===== src/rtl/f_pc_fetch.sv =====
// Fetch-stage PC register and single-outstanding instruction-memory request sequencer.
// Delivers one instruction (or an address-error marker) per PC to the F/D register.
module f_pc_fetch #(
    parameter logic [31:0] PC_RESET = 32'h0000_3000,
    parameter logic [31:0] ADDR_LO  = 32'h0000_3000,
    parameter logic [31:0] ADDR_HI  = 32'h0000_6ffc
) (
    input  logic        clk,
    input  logic        reset,
    input  logic [31:0] npc,
    input  logic        stall,
    output logic [31:0] F_pc,
    output logic [31:0] F_instr,
    output logic        F_valid,
    output logic        F_excAdEL,
    output logic        imem_req,
    output logic [31:0] imem_addr,
    input  logic        imem_ack,
    input  logic [31:0] imem_rdata
);

    typedef enum logic {
        S_FETCH = 1'b0,
        S_HOLD  = 1'b1
    } state_t;

    state_t      state;
    state_t      state_nxt;
    logic [31:0] buf_instr;
    logic        buf_exc;
    logic        bad;
    logic        advance;
    logic        capture;

    assign bad = (F_pc[1:0] != 2'b00) || (F_pc < ADDR_LO) || (F_pc > ADDR_HI);

    assign advance = F_valid & ~stall;
    assign capture = F_valid & stall & (state == S_FETCH);

    always_ff @(posedge clk or negedge reset) begin
        if (!reset) begin
            state <= S_FETCH;
        end else begin
            state <= state_nxt;
        end
    end

    always_comb begin
        state_nxt = state;
        case (state)
            S_FETCH: if (capture) state_nxt = S_HOLD;
            S_HOLD:  if (!stall)  state_nxt = S_FETCH;
            default:              state_nxt = S_FETCH;
        endcase
    end

    // Outputs are gated by reset so the request drops the instant reset asserts.
    always_comb begin
        F_instr   = '0;
        F_valid   = 1'b0;
        F_excAdEL = 1'b0;
        imem_req  = 1'b0;
        imem_addr = F_pc;
        if (reset) begin
            case (state)
                S_FETCH: begin
                    if (bad) begin
                        F_valid   = 1'b1;
                        F_excAdEL = 1'b1;
                    end else begin
                        imem_req = 1'b1;
                        if (imem_ack) begin
                            F_valid = 1'b1;
                            F_instr = imem_rdata;
                        end
                    end
                end
                S_HOLD: begin
                    F_valid   = 1'b1;
                    F_instr   = buf_instr;
                    F_excAdEL = buf_exc;
                end
                default: ;
            endcase
        end
    end

    always_ff @(posedge clk or negedge reset) begin
        if (!reset) begin
            F_pc      <= PC_RESET;
            buf_instr <= '0;
            buf_exc   <= 1'b0;
        end else if (advance) begin
            F_pc      <= npc;
            buf_instr <= '0;
            buf_exc   <= 1'b0;
        end else if (capture) begin
            buf_instr <= F_instr;
            buf_exc   <= F_excAdEL;
        end
    end

endmodule


===== config.mk =====
export PLATFORM = sky130hd
export DESIGN_NAME = f_pc_fetch
export DESIGN_NICKNAME = d
export VERILOG_FILES = /design/src/rtl/f_pc_fetch.sv
export SDC_FILE = /design/constraint.sdc
export NUM_CORES = 1
export LEC_CHECK = 0
export ABC_AREA = 1
export CORE_ASPECT_RATIO = 1.5
export CORE_MARGIN = 2
export CORE_UTILIZATION = 35
export DETAILED_ROUTE_END_ITERATION = 10
export PLACE_DENSITY = 0.77
export SYNTH_ARGS = -nofsm -noshare
export SYNTH_HDL_FRONTEND = slang
export SYNTH_SLANG_ARGS = --single-unit

===== constraint.sdc =====
create_clock -name clk -period 2.3 [get_ports clk]
set_clock_uncertainty 0.15 [all_clocks]
set_input_delay 0.46 -clock clk [delete_from_list [all_inputs] [get_ports clk]]
set_output_delay 0.46 -clock clk [all_outputs]
set_load 0.1 [all_outputs]

==> flow_metrics.tcl <==
set metrics [dict create \
    max-cap-violations 0 \
    avgSynthCellArea_um2 7.63 \
    syn_nets 557 \
    period_needed_ns 2.61 \
    r2r-start "F_pc[29]" \
    grtUsageTotal 0.204 \
    clock_latency_ns 0.33 \
    clk_path_buf_depth 2 \
    placed_cells 766 \
    synth-compound-area-share 0.0104 \
    grt_max_degree 39 \
    drive_gt1_frac 0.368 \
    placed_area_um2 5980 \
    die_area_um2 11500 \
    die_w_um 88.3 \
    floorplan.rows 46 \
    grt_pass1_wl_mm 18.3 \
    cp.required_ns 1.69 \
    rrSetupSlack_ns -0.05 \
    crit_buf_inv 3 \
    hold_viol_final 0 \
    yosys_warnings 0 \
    antenna_cells 0 \
    drt_first_pass_iters 5 \
    max_freq_mhz 383 \
    io_buffers 166 \
    core_area_um2 10500 \
    drv_slew 0 \
    synth-seq-area-share 0.443 \
    synth_top_area_share 0.429 \
    max_stage_delay_ns 0.42 \
    drt-initial-drc-count 220 \
    tightest_slew_ns 0.550 \
    cp_top_family "simple AND/OR/NAND/NOR gates" \
    hp-class "input pin to async pin" \
    place_hpwl_mm 8.33 \
    nNetsFinal 718 \
    place_congestion 0.799 \
    htreeDepth 3 \
    synth.area.mux_share 0 \
    peakVddDrop_mv 0.370 \
    synth_cells 489 \
    grt_pass1_vias 3793 \
    crit_start "F_pc[29]" \
    arrival_ns 2.00 \
    synth_top_family_by_area "simple AND/OR/NAND/NOR gates" \
    violations "setup timing" \
    mostFrequentLayoutCell "nand2_1" \
    path_class "flop to output pin" \
    vias 3972 \
    outcome "complete, but fails checks" \
    antenna_left 0 \
    finalNonFillerCells 799 \
    finish.instance_area_um2 6510 \
    relSlewSlack 0.632 \
    cp_max_fo 16 \
    grt_overflow 0 \
    syn-cell-area_um2 3730 \
    path_clk_slew_ns 0.06 \
    drc 0 \
    path_cells "nor2_1 > nand2_1 > nor2_1 > nand2_2 > nor2_4 > buf_4 > buf_16 > nand3b_1 > nand2_4 > buf_12" \
    routed_wl_mm 12.6 \
    rsz0062_at_grt "true" \
    final_cell_mix "nand2_1 (199), buf_4 (93), clkdlybuf4s50_1 (66)" \
    cp_common_cell "nor2_1" \
    worstSetupStartpointType "flop" \
    ys_types 22 \
    start_util 0.356 \
    area_growth_pct 74.5 \
    synthAdderAreaFrac 0 \
    cp_slowest_cell "dfrtp_2" \
    ys_top_cells_by_area "dfrtp_1 (43%), nand2_1 (23%), nand3_1 (7.9%), buf_4 (7.6%), nand3b_1 (6.4%)" \
    place_ws_ns -0.0644 \
    setup_ws_ns -0.311 \
    cts_made_buffers 9 \
    ioPinCount 167 \
    p_leak_nw 3.15 \
    synth_xor_area_frac 0 \
    cts_root_buffer "clkbuf_16" \
    min_period_over_period 1.14 \
    synth-simple-area-share 0.427 \
    cts_tree "done" \
    cts_sinks 66 \
    end_kind "output pin" \
    wl_per_cell_um 15.8 \
    powerDensity_nw_per_um2 697 \
    synth_area_leader_cell "dfrtp_1" \
    setup_viol 72 \
    viasPerCell 4.97 \
    antenna_found_initial 0 \
    die_height_um 130 \
    ys_ff_latch 66 \
]
## registers in the layout, indices dropped and copies added (netlist names)
name,flops
buf_instr,32
buf_exc,1
F_pc,32
state,1
## cells in the mapped netlist
| library cell | number |
|---|---|
| buf_1 | 7 |
| a31oi_1 | 1 |
| o21ai_4 | 2 |
| nand2_4 | 1 |
| nor2_1 | 14 |
| inv_2 | 1 |
| dfrtp_1 | 64 |
| nand2_1 | 233 |
| nor2_4 | 1 |
| nand3_2 | 7 |
| nor2_2 | 1 |
| clkbuf_1 | 8 |
| buf_2 | 6 |
| inv_1 | 3 |
| buf_6 | 5 |
| nand3b_1 | 32 |
| nor3b_1 | 1 |
| nand2_2 | 2 |
| nand3_1 | 59 |
| nand4_2 | 1 |
| buf_4 | 38 |
| dfstp_2 | 2 |
## report_power, final
| part | switching, mW | total (mW) | internal, mW |
|---|---|---|---|
| logic | 1.47 | 1.93 | 0.462 |
| clock network | 0.505 | 1.26 | 0.757 |
| registers | 0.0865 | 1.34 | 1.26 |
## cells by family after synthesis
| group | count (synthesis) |
|---|---|
| and+or+nand+nor | 352 |
| buffers and inverters | 68 |
| DFF | 66 |
| AOI/OAI and AO/OA | 3 |
## area by class of cell
type                       instances  area, um^2
sequential                        66        1690
clock inverter                     6        42.5
timing repair buffer             212        2390
clock buffer                      10         239
tap                              144         180
inverter                           4        15.0
fill                             871        3970
multi-input combinational        357        1950
## metal layers
| metal | vias up | GRT usage | wire length [um] |
|---|---|---|---|
| met4 | 0 | 0.0731 | 351 |
| met2 | 167 | 0.371 | 7020 |
| met1 | 1930 | 0.234 | 4530 |
| li1 | 1850 | - | - |
| met3 | 25 | 0.0389 | 706 |
| met5 | - | 0 | 0 |
## what timing repair did
| action | in CTS | in global routing |
|---|---|---|
| pin swaps | 2 | 9 |
| cloned | 1 | 5 |
| setup buffers | 7 | 3 |
| endpoints found under the hold margin | 6 | 6 |
| endpoints found under the setup margin | 35 | 100 |
| resized for setup | 3 | 10 |
## worst paths after layout
check                                end  cells past startpoint
max                          F_instr[13]                     10
max in group asynchronous   buf_instr[2]                      2
min in group clk           buf_instr[12]                      2
min                        buf_instr[22]                      2
max reg2reg                     F_pc[21]                     13
min reg2reg                buf_instr[12]                      2
## stage by stage
step | power (mW) | utilization | setup TNS [ns] | hold WS, ns
after floorplan | 2.82 | - | -2.73 | 0.0144
after global placement | 3.21 | 0.571 | -0.210 | 0.177
after detailed placement | 3.23 | 0.571 | -0.729 | 0.173
after global routing | 4.69 | 0.621 | -20.29 | 0.0308
after CTS | 4.53 | 0.606 | -9.10 | -0.179
final | 4.54 | 0.621 | -11.41 | 0.0284
Power figures use the tool's default switching activity.
